### config.mk
export PLATFORM = sky130hd
export DESIGN_NAME = mem_arbiter
export DESIGN_NICKNAME = d
export VERILOG_FILES = /design/src/rtl/riscv_pkg.sv /design/src/rtl/mem_arbiter.sv
export SDC_FILE = /design/constraint.sdc
export NUM_CORES = 1
export LEC_CHECK = 0
export CAP_MARGIN = 10
export CELL_PAD_IN_SITES_DETAIL_PLACEMENT = 0
export CELL_PAD_IN_SITES_GLOBAL_PLACEMENT = 1
export CORE_MARGIN = 1
export CORE_UTILIZATION = 17
export CTS_CLUSTER_DIAMETER = 40
export DETAILED_ROUTE_END_ITERATION = 8
export GPL_ROUTABILITY_DRIVEN = 0
export PLACE_DENSITY = 0.81
export SYNTH_ARGS = -nofsm -noshare
export SYNTH_HDL_FRONTEND = slang
export SYNTH_SLANG_ARGS = --single-unit
### constraint.sdc
create_clock -name clk_i -period 2.1 [get_ports clk_i]
set_input_delay 0.21 -clock clk_i [delete_from_list [all_inputs] [get_ports clk_i]]
set_output_delay 0.21 -clock clk_i [all_outputs]
set_load 0.01 [all_outputs]
### src/rtl/riscv_pkg.sv
// riscv_pkg: shared core constants and memory arbiter types
package riscv_pkg;

    localparam int XLEN = 32;

    typedef enum logic [1:0] {
        IDLE,
        REQ,
        WAIT
    } arb_state_e;

    typedef enum logic {
        ARB_I,
        ARB_D
    } arb_owner_e;

endpackage

### src/rtl/mem_arbiter.sv
// mem_arbiter: single-outstanding arbiter of instruction and data ports onto one memory
module mem_arbiter
    import riscv_pkg::*;
#(
    parameter int StarveLimit   = 3,
    parameter int TimeoutCycles = 255
) (
    input  logic            clk_i,
    input  logic            rst_i,
    input  logic            i_req_i,
    input  logic [XLEN-1:0] i_addr_i,
    output logic            i_gnt_o,
    output logic            i_rvalid_o,
    output logic [XLEN-1:0] i_rdata_o,
    input  logic            d_req_i,
    input  logic            d_we_i,
    input  logic [3:0]      d_be_i,
    input  logic [XLEN-1:0] d_addr_i,
    input  logic [XLEN-1:0] d_wdata_i,
    output logic            d_gnt_o,
    output logic            d_rvalid_o,
    output logic [XLEN-1:0] d_rdata_o,
    output logic            m_req_o,
    output logic            m_we_o,
    output logic [3:0]      m_be_o,
    output logic [XLEN-1:0] m_addr_o,
    output logic [XLEN-1:0] m_wdata_o,
    input  logic            m_gnt_i,
    input  logic            m_rvalid_i,
    input  logic [XLEN-1:0] m_rdata_i,
    output logic            err_o,
    output logic            busy_o
);

    arb_state_e state, stateNext;
    arb_owner_e owner, ownerNext;
    logic [3:0]  starveCnt, starveNext;
    logic [15:0] tmoCnt, tmoNext;
    logic        ownD, gnt, rsp, tmo;

    // State, owner and both counters; reset abandons any transaction in flight
    always_ff @(posedge clk_i or posedge rst_i) begin
        if (rst_i) begin
            state     <= IDLE;
            owner     <= ARB_I;
            starveCnt <= '0;
            tmoCnt    <= '0;
        end else begin
            state     <= stateNext;
            owner     <= ownerNext;
            starveCnt <= starveNext;
            tmoCnt    <= tmoNext;
        end
    end

    // Arbitration, grant handshake, response/timeout sequencing
    always_comb begin
        stateNext  = state;
        ownerNext  = owner;
        starveNext = starveCnt;
        tmoNext    = tmoCnt;
        gnt        = 1'b0;
        rsp        = 1'b0;
        tmo        = 1'b0;
        case (state)
            IDLE: if (i_req_i || d_req_i) begin
                ownerNext = (d_req_i && !(i_req_i && starveCnt == 4'(StarveLimit))) ? ARB_D : ARB_I;
                stateNext = REQ;
            end
            REQ: if (m_gnt_i) begin
                gnt        = 1'b1;
                stateNext  = WAIT;
                tmoNext    = '0;
                starveNext = (owner == ARB_D && i_req_i) ? ((starveCnt == 4'hF) ? starveCnt : starveCnt + 4'd1) : '0;
            end
            WAIT: if (m_rvalid_i) begin
                rsp       = 1'b1;
                stateNext = IDLE;
            end else if (tmoCnt == 16'(TimeoutCycles - 1)) begin
                rsp       = 1'b1;
                tmo       = 1'b1;
                stateNext = IDLE;
            end else begin
                tmoNext = tmoCnt + 16'd1;
            end
            default: stateNext = IDLE;
        endcase
    end

    // The memory bundle follows the owner's live inputs and is zero outside REQ
    assign ownD      = owner == ARB_D;
    assign m_req_o   = state == REQ;
    assign m_we_o    = m_req_o && ownD && d_we_i;
    assign m_be_o    = !m_req_o ? 4'h0 : ownD ? d_be_i : 4'hF;
    assign m_addr_o  = !m_req_o ? '0 : ownD ? d_addr_i : i_addr_i;
    assign m_wdata_o = (m_req_o && ownD) ? d_wdata_i : '0;

    assign i_gnt_o    = gnt && !ownD;
    assign d_gnt_o    = gnt && ownD;
    assign i_rvalid_o = rsp && !ownD;
    assign d_rvalid_o = rsp && ownD;
    assign i_rdata_o  = (i_rvalid_o && !tmo) ? m_rdata_i : '0;
    assign d_rdata_o  = (d_rvalid_o && !tmo) ? m_rdata_i : '0;
    assign err_o      = tmo;
    assign busy_o     = state != IDLE;

endmodule
==> flow_summary.yaml <==
outcome:
  outcome: "finished, final reports clean"
die:
  row_count: 43
  die_y_um: 123
  fp.coreArea_um2: 14000
  dieArea_um2: 15100
  initial_core_util: 0.176
  io_pins: 279
  die_w_um: 123
yosys:
  post_synth_inst_count: 328
  yosysSeqAreaShare: 0.232
  synth_ff_type: "dfrtp_1"
  synth_area_leaders: "dfrtp_1 23%, mux2i_1 18%, and2_1 16%"
  avgSynthCellArea_um2: 7.55
  synth_fp_nets: 470
  ys_seq_elements: 23
  synth-edff-count: 0
  synth_warnings: 0
  synthArstFlopShare: 1.00
  yosysMostFrequentCell: "and2_1"
  synth_top_area_cell: "dfrtp_1"
  synthTopCellsByCount: "65 x and2_1, 45 x mux2i_1, 41 x nor2_1"
  synth_top_area_frac: 0.232
  netlist-cell-type-count: 34
  syn_area_um2: 2480
routing:
  drc: 0
  routed_wl_mm: 13.3
  vias: 3493
  vias_per_cell: 4.35
  wire_per_inst_um: 16.6
  drtIter0Drc: 123
  antenna_left: 0
  firstDrtPassIters: 4
clock_network:
  cts.sinks: 23
  cts_buffer_depth: 2
  postCtsHoldBufs: 0
  cts_buffers: 3
  worst_skew_pair.late_latency_ps: 260
  htreeDepth: 1
  path_clk_slew_ps: 60
  cts-root-buf: "clkbuf_16"
  cts_tree: "yes"
sta:
  finalClockSkew_ps: 2.79
  setup_violations: 0
  worst_slew_pin_slew_ps: 502
  rsz0062_at_grt: "yes"
  fin_ws_ps: 56.0
  post-route-period-util: 0.973
  hold_viol: 0
  fmax_mhz: 489
  timing.final.crit_period_ps: 2040
  slew_headroom: 0.665
  drv_slew: 0
  hold_ws_ps: 287
setup_path:
  cp.arrival_ps: 1830
  cp.required_ps: 1890
  cp-end-kind: "output pin"
  critPathMaxFanout: 36
  startpoint_type: "flop"
  path_class: "reg -> out"
cells_and_area:
  final_nets: 766
  diodes: 0
  drive_gt1_frac: 0.0995
  syn_to_final_growth_pct: 145
  fin_cells: 803
power_and_ir_drop:
  power_density_nw_per_um2: 771
  ir_drop_mv: 0.356
  p_leak_nw: 4.42
grt:
  grt_overflow: 0
  grt_pass1_wl_mm: 17.8
  grt_max_degree: 37
  grt_antenna_before_repair: 1
  grt_use_total: 0.155
  grt_pass1_vias: 3188
worst_hold_path:
  hold_path_class: "in -> async"
placed_design:
  portBuffers: 278
  dp_hpwl_mm: 10.8
  pre_cts_ws_ps: -122
  post-place-cells: 789
flow_run:
  cap_viol_max_count: 0
layer usage:
layer  vias to the layer above  GRT usage  wire [µm]
li1                       1713          -          -
met4                         0     0.0145         55
met3                         4     0.0432       1320
met5                         -          0          0
met1                      1630      0.203       5510
met2                       146      0.259       6420
cell families after synthesis:
kind of cell / after synthesis / share of synthesized area
DFF: 23 / 0.232
and+or+nand+nor: 201 / 0.455
muxes: 45 / 0.182
adders and majority gates: 3 / 0.0152
AOI/OAI and AO/OA: 21 / 0.0571
buffers and inverters: 35 / 0.0581
path summary, 6_finish.rpt:
path | startpoint | endpoint | slack (ps) | depth (start not counted)
hold / removal | rst_i | tmoCnt[3] | 290 | 2
max in group asynchronous | rst_i | tmoCnt[8] | 1260 | 3
setup reg to reg | state[0] | tmoCnt[15] | 140 | 6
hold reg to reg | tmoCnt[9] | tmoCnt[9] | 510 | 1
min in group clk_i | tmoCnt[9] | tmoCnt[9] | 510 | 1
setup / recovery | state[0] | m_addr_o[15] | 60 | 4
flip-flops by register name, summed over array words and instances, names as in the netlist:
register / count
tmoCnt: 16
starveCnt: 4
state: 2
ownD: 1
metrics by stage:
step,power (mW),instance area [µm²],TNS [ps],util
finish,4.68,6070,0,0.432
global route,4.98,6070,-31.6,0.432
detailed placement,4.21,5660,-383,0.403
global placement,4.18,5660,-47.5,0.403
floorplan,2.15,2480,0,-
CTS,4.67,5770,-88.2,0.411
area by class of cell:
class | count | area [µm²]
clock buffer | 3 | 75.1
clock inverter | 1 | 5.00
fill | 1352 | 7970
inverter | 8 | 30.0
multi-input combinational | 270 | 1800
sequential | 23 | 577
tap | 180 | 225
timing repair buffer | 318 | 3360
placed cells by master, fill, tap and decap left out, types with 2 or more instances in the layout:
cell type and n:
a21oi_1 8, a31oi_1 3, a32o_1 2, a41o_1 2, and2_1 65, and3_1 37, and3_4 2, buf_12 5
buf_4 32, clkbuf_16 4, clkbuf_2 3, clkdlybuf4s50_1 147, dfrtp_1 22, dlygate4sd2_1 32, dlymetal6s2s_1 95, ha_1 3
inv_1 7, mux2i_1 43, mux2i_2 2, nand2_1 24, nand3_1 8, nand3b_1 2, nand4_1 6, nor2_1 40
nor2b_1 2, nor3_1 2, o21ai_0 2
worst max-delay path, stage by stage (launching register included):
cell and delay, ps:
dfrtp_1 410, or2b_1 290, buf_8 200, nor2_1 120, clkdlybuf4s50_1 550
report_power, final:
| part | internal (mW) | switching [mW] | leakage, nW |
|---|---|---|---|
| Combinational | 1.99 | 1.69 | 4.07 |
| Clock | 0.256 | 0.161 | 0.0409 |
| Sequential | 0.513 | 0.0712 | 0.312 |
repair_timing:
item	in CTS	in global routing
setup buffers	4	4
endpoints found under the setup margin	120	109
hold endpoints to repair	0	0
pin swaps	1	0
gates cloned	1	1
gates resized for setup	50	105
No activity file was read; power rests on OpenSTA's default activity.
